===== src/rtl/even_parity_transmitter.sv =====
// Serial transmitter: start bit, width data bits LSB first, even-parity bit, stop bit.
// Latency: o_tx drops to the start bit one cycle after acceptance; frame lasts (width+3)*divisor cycles.
// Backpressure: o_ready is high only in IDLE; i_valid is ignored while a frame is in flight.
module even_parity_transmitter #(
    parameter int width   = 8,
    parameter int divisor = 16
) (
    input  logic             clk,
    input  logic             rst,
    input  logic [width-1:0] i_data,
    input  logic             i_valid,
    output logic             o_ready,
    output logic             o_tx,
    output logic             o_busy,
    output logic             o_parity
);

    // Counter widths are clamped to at least one bit so width=1 / divisor=1 stay legal.
    localparam int CW = (divisor > 1) ? $clog2(divisor) : 1;
    localparam int IW = (width > 1) ? $clog2(width) : 1;

    localparam logic [CW-1:0] CNT_LAST = CW'(divisor - 1);
    localparam logic [IW-1:0] IDX_LAST = IW'(width - 1);

    typedef enum logic [2:0] {
        IDLE,
        START,
        DATA,
        PARITY,
        STOP
    } state_t;

    state_t            state;
    logic [CW-1:0]     baud_cnt;
    logic [IW-1:0]     bit_idx;
    logic [width-1:0]  shreg;
    logic              bit_end;

    // A bit period ends when the cycle counter reaches divisor-1.
    assign bit_end = (baud_cnt == CNT_LAST);

    // Frame sequencer; every output is a register updated alongside the state.
    always_ff @(posedge clk) begin
        if (rst) begin
            state    <= IDLE;
            o_tx     <= 1'b1;
            o_ready  <= 1'b1;
            o_busy   <= 1'b0;
            o_parity <= 1'b0;
            baud_cnt <= '0;
            bit_idx  <= '0;
            shreg    <= '0;
        end else begin
            case (state)
                IDLE: begin
                    o_tx     <= 1'b1;
                    baud_cnt <= '0;
                    bit_idx  <= '0;
                    if (i_valid && o_ready) begin
                        // The word is captured here; later i_data changes cannot reach the line.
                        shreg    <= i_data;
                        o_parity <= ^i_data;
                        state    <= START;
                        o_tx     <= 1'b0;
                        o_ready  <= 1'b0;
                        o_busy   <= 1'b1;
                    end
                end

                START: begin
                    if (bit_end) begin
                        baud_cnt <= '0;
                        bit_idx  <= '0;
                        state    <= DATA;
                        o_tx     <= shreg[0];
                        // Shift so shreg[0] always holds the next data bit to emit.
                        shreg    <= shreg >> 1;
                    end else begin
                        baud_cnt <= baud_cnt + CW'(1);
                    end
                end

                DATA: begin
                    if (bit_end) begin
                        baud_cnt <= '0;
                        if (bit_idx == IDX_LAST) begin
                            state <= PARITY;
                            o_tx  <= o_parity;
                        end else begin
                            bit_idx <= bit_idx + IW'(1);
                            o_tx    <= shreg[0];
                            shreg   <= shreg >> 1;
                        end
                    end else begin
                        baud_cnt <= baud_cnt + CW'(1);
                    end
                end

                PARITY: begin
                    if (bit_end) begin
                        baud_cnt <= '0;
                        state    <= STOP;
                        o_tx     <= 1'b1;
                    end else begin
                        baud_cnt <= baud_cnt + CW'(1);
                    end
                end

                STOP: begin
                    if (bit_end) begin
                        baud_cnt <= '0;
                        state    <= IDLE;
                        o_tx     <= 1'b1;
                        o_ready  <= 1'b1;
                        o_busy   <= 1'b0;
                    end else begin
                        baud_cnt <= baud_cnt + CW'(1);
                    end
                end

                default: begin
                    state    <= IDLE;
                    o_tx     <= 1'b1;
                    o_ready  <= 1'b1;
                    o_busy   <= 1'b0;
                    baud_cnt <= '0;
                    bit_idx  <= '0;
                end
            endcase
        end
    end

endmodule


===== config.mk =====
export PLATFORM = sky130hd
export DESIGN_NAME = even_parity_transmitter
export DESIGN_NICKNAME = d
export VERILOG_FILES = /design/src/rtl/even_parity_transmitter.sv
export SDC_FILE = /design/constraint.sdc
export NUM_CORES = 1
export LEC_CHECK = 0
export ABC_AREA = 1
export CORE_MARGIN = 2
export CORE_UTILIZATION = 35
export CTS_BUF_LIST = sky130_fd_sc_hd__clkbuf_16
export DETAILED_ROUTE_END_ITERATION = 16
export DONT_BUFFER_PORTS = 1
export GPL_TIMING_DRIVEN = 0
export PLACE_DENSITY = 0.58
export SYNTH_ARGS = -nofsm -noshare
export SYNTH_HDL_FRONTEND = slang
export SYNTH_SLANG_ARGS = --single-unit

===== constraint.sdc =====
create_clock -name clk -period 3.1 [get_ports clk]
set_input_delay 0.31 -clock clk [delete_from_list [all_inputs] [get_ports clk]]
set_output_delay 0.31 -clock clk [all_outputs]
set_load 0.005 [all_outputs]

After elaboration in Yosys (flattened, before gate mapping)
Cells that the tools add are included.
{ "word_totals": {"regBits": 22, "inputBits": 11, "output_inout_bits": 4, "word_cells": 67} }
{ "op_classes": {"n_addsub": 2, "eq_ne": 14, "muxes": 26, "n_bitwise": 3, "n_reduce_logical": 14} }
{ "ops": {"columns": ["cell", "count"], "rows": [
  ["8-bit two-way mux", 4],
  ["3-bit two-way mux", 8],
  ["8-bit one-hot mux with 3 select lines", 1],
  ["3-bit one-hot mux with 5 select lines", 1],
  ["2-bit inequality test, second input constant", 7],
  ["3-bit one-hot mux with 3 select lines", 1],
  ["1-bit two-way mux", 8],
  ["8-bit XOR reduction", 1],
  ["3-bit by 2-bit == test with 1-bit output, second input constant", 2],
  ["3-bit == test, second input constant", 2],
  ["1-bit one-hot mux with 3 select lines", 2],
  ["3-bit AND reduction", 2],
  ["6-bit AND reduction", 1],
  ["3-bit OR reduction", 2],
  ["5-bit AND reduction", 1],
  ["4-bit by 1-bit adder with 4-bit output, second input constant", 1],
  ["4-bit == test, second input constant", 1],
  ["1-bit one-hot mux with 4 select lines", 1],
  ["4-bit AND reduction", 1],
  ["4-bit OR reduction", 1],
  ["3-bit by 1-bit adder with 3-bit output, second input constant", 1],
  ["3-bit by 1-bit == test with 1-bit output, second input constant", 1],
  ["3-bit zero test", 1],
  ["1-bit NOT", 3],
  ["5 further kinds", 5]
]} }

Logic depth before layout (Yosys ltp)
{ "logic_depth": {"depth_word": 4, "ltp_mapped": 10} }

Worst setup path before layout
No wires, ideal clock.
{ "synth_path": {"kind": "flip-flop to flip-flop", "start": "register bit_idx[0]", "end": "register shreg[0]", "arrival_time_ns": 1.212, "t_required_ns": 2.982, "path_slack_ns": 1.770, "path_stages_with_launch": 7, "n_path_buf": 0, "synth_period_minus_slack_ns": 1.330, "cell_sequence": "dfxtp_1 -> ha_1 -> ha_1 -> nand4_1 -> nand3_4 -> nor3_1 -> nor2_1"} }
{ "synth_via": {"elab_chain_len": 3} }
{ "synth_rtl": {"columns": ["item", "line_no", "rtl"], "rows": [
  ["from (decl)", "35", "logic [IW-1:0] bit_idx;"],
  ["from (signal assigned)", "90", "bit_idx <= bit_idx + IW'(1);"],
  ["3-bit == test", "86", "if (bit_idx == IDX_LAST) begin"],
  ["2-bit inequality test (no source line)", null, null],
  ["5-bit AND reduction (no source line)", null, null],
  ["to (signal assigned)", "61", "shreg <= i_data;"],
  ["to (signal assigned)", "77", "shreg <= shreg >> 1;"],
  ["to (signal assigned)", "92", "shreg <= shreg >> 1;"],
  ["to (decl)", "36", "logic [width-1:0] shreg;"]
]} }
No other way between the ends.
A chain may end at the register's enable or synchronous reset.

Worst setup path in the final report
{ "layout_path": {"start": "register baud_cnt[0]", "end": "register state[2]"} }
{ "layout_via": {"elab_chain_len": 3, "word_cells_on_any_way": 6} }
{ "layout_rtl": {"columns": ["item", "line_no", "rtl"], "rows": [
  ["from (decl)", "34", "logic [CW-1:0] baud_cnt;"],
  ["from (signal assigned)", "79", "baud_cnt <= baud_cnt + CW'(1);"],
  ["from (signal assigned)", "95", "baud_cnt <= baud_cnt + CW'(1);"],
  ["from (signal assigned)", "105", "baud_cnt <= baud_cnt + CW'(1);"],
  ["4-bit == test (*)", "40", "assign bit_end = (baud_cnt == CNT_LAST);"],
  ["2-bit inequality test (no source line)", null, null],
  ["6-bit AND reduction (no source line) (*)", null, null],
  ["to (signal assigned)", "45", "state <= IDLE;"],
  ["to (signal assigned)", "63", "state <= START;"],
  ["to (signal assigned)", "74", "state <= DATA;"],
  ["to (decl)", "33", "state_t state;"]
]} }
Mark *: on every way between the ends. The rest lies on a longest branch, timed or not.

==> flow_metrics.py <==
metrics = {
    "status": {
        "status": "finished clean",
    },
    "clock_network": {
        "cts_hold_buf": 0,
        "cts_tree": "done",
        "insertion_delay_ps": 250,
        "root_buffer": "clkbuf_16",
        "cts-resized-gates": 0,
        "clkTransAtPathRegs_ps": 60,
        "cts_buffers": 3,
        "clk_path_buf_depth": 2,
        "cts.sinks": 22,
        "post-cts-setup-buffers": 0,
        "cts_max_level": 1,
    },
    "logic_synthesis": {
        "yosysMostFrequentCell": "nand2_1",
        "synth_common_cells": "nand2_1, nor2_1, dfxtp_1, nand2_2",
        "synth_top_area_share_pct": 31.5,
        "yosys_register_bits": 22,
        "synth-edff-count": 0,
        "synthDistinctLibCells": 31,
        "syn_nets": 207,
        "synth_top_cells_by_area": "dfxtp_1, nand2_1, nor2_1",
        "yosysTopAreaCell": "dfxtp_1",
        "ys.flop_type": "dfxtp_1",
        "yosysWarnings": 0,
        "netlist_area_um2": 1400,
        "syn_avg_cell_area_um2": 7.23,
        "synthCells": 193,
        "yosysSeqAreaShare_pct": 31.5,
        "synthArstFlopShare_pct": 0,
    },
    "global_routing": {
        "antenna_found_initial": 0,
        "overflow": 0,
        "grt_usage_pct": 13.7,
        "grt_pass1_wl_um": 4650,
        "grt_max_degree": 13,
        "grt_pass1_vias": 1014,
    },
    "cells_and_area": {
        "drive_gt1_share_pct": 18.3,
        "final_core_util_pct": 41.0,
        "syn_to_final_growth_pct": 9.95,
        "num_antenna_cells": 0,
        "num-fill-cells": 403,
        "design_area_um2": 1540,
        "nNetsFinal": 212,
    },
    "power_and_ir_drop": {
        "leakagePower_nw": 0.684,
        "pwr-share-seq_pct": 28.9,
        "intPower_mw": 0.815,
        "ir_worst_vdd_uv": 345,
        "power_density_nw_per_um2": 930,
        "power_frac_clock_pct": 19.1,
        "p_switching_mw": 0.613,
        "p_sw_share_pct": 42.9,
        "comb_power_share_pct": 52.0,
    },
    "floorplan": {
        "die_y_um": 67.2,
        "start_util_pct": 37.3,
        "pin_count": 15,
        "design.die.area_um2": 4510,
        "dieWidth_um": 67.2,
        "core_um2": 3740,
        "rows": 22,
    },
    "timing": {
        "setup_tns_ps": 0,
        "max_freq_mhz": 659,
        "finalCritPeriodShare_pct": 49.0,
        "fin_skew_ps": 4.84,
        "relSlewSlack_pct": 80.5,
        "rsz0062_at_grt": "no",
        "worst_pin_slew_ps": 291,
        "hold_viol": 0,
        "setup_viol": 0,
        "layout_min_cycle_time_ps": 1520,
        "slew_violations": 0,
        "hold_ws_ps": 114,
        "finalWorstSetupSlack_ps": 1580,
    },
    "setup_path": {
        "crit_buf_inv": 0,
        "crit_type": "register to register",
        "crit_family": "simple AND/OR/NAND/NOR gates",
        "worstSetupEndpointType": "register",
        "reg2reg_from": "baud_cnt[0]",
        "r2r_slack_ps": 1580,
        "critPathLaunchType": "register",
        "worstPathArrival_ps": 1670,
        "critPathMaxFanout": 7,
        "required_ps": 3250,
        "reg2reg_depth": 8,
        "cp_slowest_cell": "dfxtp_1",
        "slowest_delay_ps": 350,
        "path_cells": "ha_1 > nand3_2 > nand3_1 > nand3_2 > nor2_2 > nand2_1 > nand2_1 > nor2_1",
        "r2r-end": "state[2]",
    },
    "run": {
        "maxCapViolations": 0,
    },
    "routing": {
        "drtAntennaViolNets": 0,
        "drtIter0Drc": 58,
        "dr.pass1.iters": 4,
        "wl_um": 2690,
        "via_count": 1167,
        "drc_errors": 0,
        "viasPerCell": 4.76,
        "wl_per_cell_um": 11.0,
    },
    "placement": {
        "portBuffers": 0,
        "finalWeightedCongestion": 0.773,
        "placed_cell_area_um2": 1460,
        "dpl.hpwl_um": 2020,
        "pre_cts_slack_ps": 1580,
    },
    "min_path": {
        "min_to": "bit_idx[1]",
        "min_path_cells": 1,
        "min_path_type": "primary input to register",
        "hp-start": "rst",
    },
}
[power by group through the flow]
| stage | Clock [mW] | Sequential, mW | Combinational, mW |
|---|---|---|---|
| floorplan | 0 | 0.406 | 0.635 |
| global placement | 0 | 0.418 | 0.745 |
| detailed placement | 0 | 0.418 | 0.746 |
| CTS | 0.283 | 0.413 | 0.749 |
| global route | 0.295 | 0.423 | 0.834 |
| finish | 0.273 | 0.412 | 0.742 |
[layout by cell type (no fill, tap or decap), types with 4 or more instances in the layout]
master and instances:
nand2_1 57, nor2_1 23, dfxtp_1 22, nand2_2 10, inv_1 9, o21ai_1 9
nor3_1 9, nand3_1 6, a21oi_1 5, xor2_1 5, nand3_2 4, xnor2_1 4
nand4_1 4
[cell families (layout without fill, tap and decap cells)]
group,Yosys count,after routing,share of synthesized area (%)
AO/OA/AOI/OAI,20,20,8.69
XOR/XNOR,9,9,5.64
adder cells (fa/ha/maj),3,3,2.69
buffers and inverters,17,21,8.06
flip-flops,22,22,31.5
AND/OR/NAND/NOR,122,122,43.4
[layout make-up]
type                       instances  area (µm²)  share of cell area, %
sequential                        22         440                   28.7
tap                               48        60.1                   3.91
multi-input combinational        154         843                   54.9
clock buffer                       3        75.1                   4.89
buffer                             5        55.1                   3.59
inverter                          12        57.6                   3.75
clock inverter                     1        3.75                  0.244
[sequential cells by signal, summed over array words and instances, names as in the netlist]
| register | count |
|---|---|
| baud_cnt | 4 |
| bit_idx | 3 |
| o_busy | 1 |
| o_parity | 1 |
| o_ready | 1 |
| o_tx | 1 |
| shreg | 8 |
| state | 3 |
[metrics by stage]
step                      total power, mW  cells
after floorplan                      1.04    193
after global placement               1.16    241
after detailed placement             1.16    241
after CTS                            1.44    245
after global routing                 1.55    245
final                                1.43    245
[metal layers]
layer | global-route usage [%] | wire length, µm | vias up
met2 | 21.5 | 1240 | 14
li1 | - | - | 636
met1 | 17.5 | 1320 | 515
met5 | 0 | 0 | -
met3 | 4.33 | 102 | 2
met4 | 5.36 | 32 | 0
[how the worst max path moves through the flow]
stage                startpoint        to  slack (ps)  depth (start not counted)
floorplan            bit_idx[0]  shreg[0]        1770                          6
global placement    baud_cnt[0]  state[2]        1570                          8
detailed placement  baud_cnt[0]  state[2]        1580                          8
CTS                  bit_idx[0]  shreg[2]        1570                          7
global route        baud_cnt[0]  state[2]        1420                          8
finish              baud_cnt[0]  state[2]        1580                          8
No activity file was read; power rests on OpenSTA's default activity.
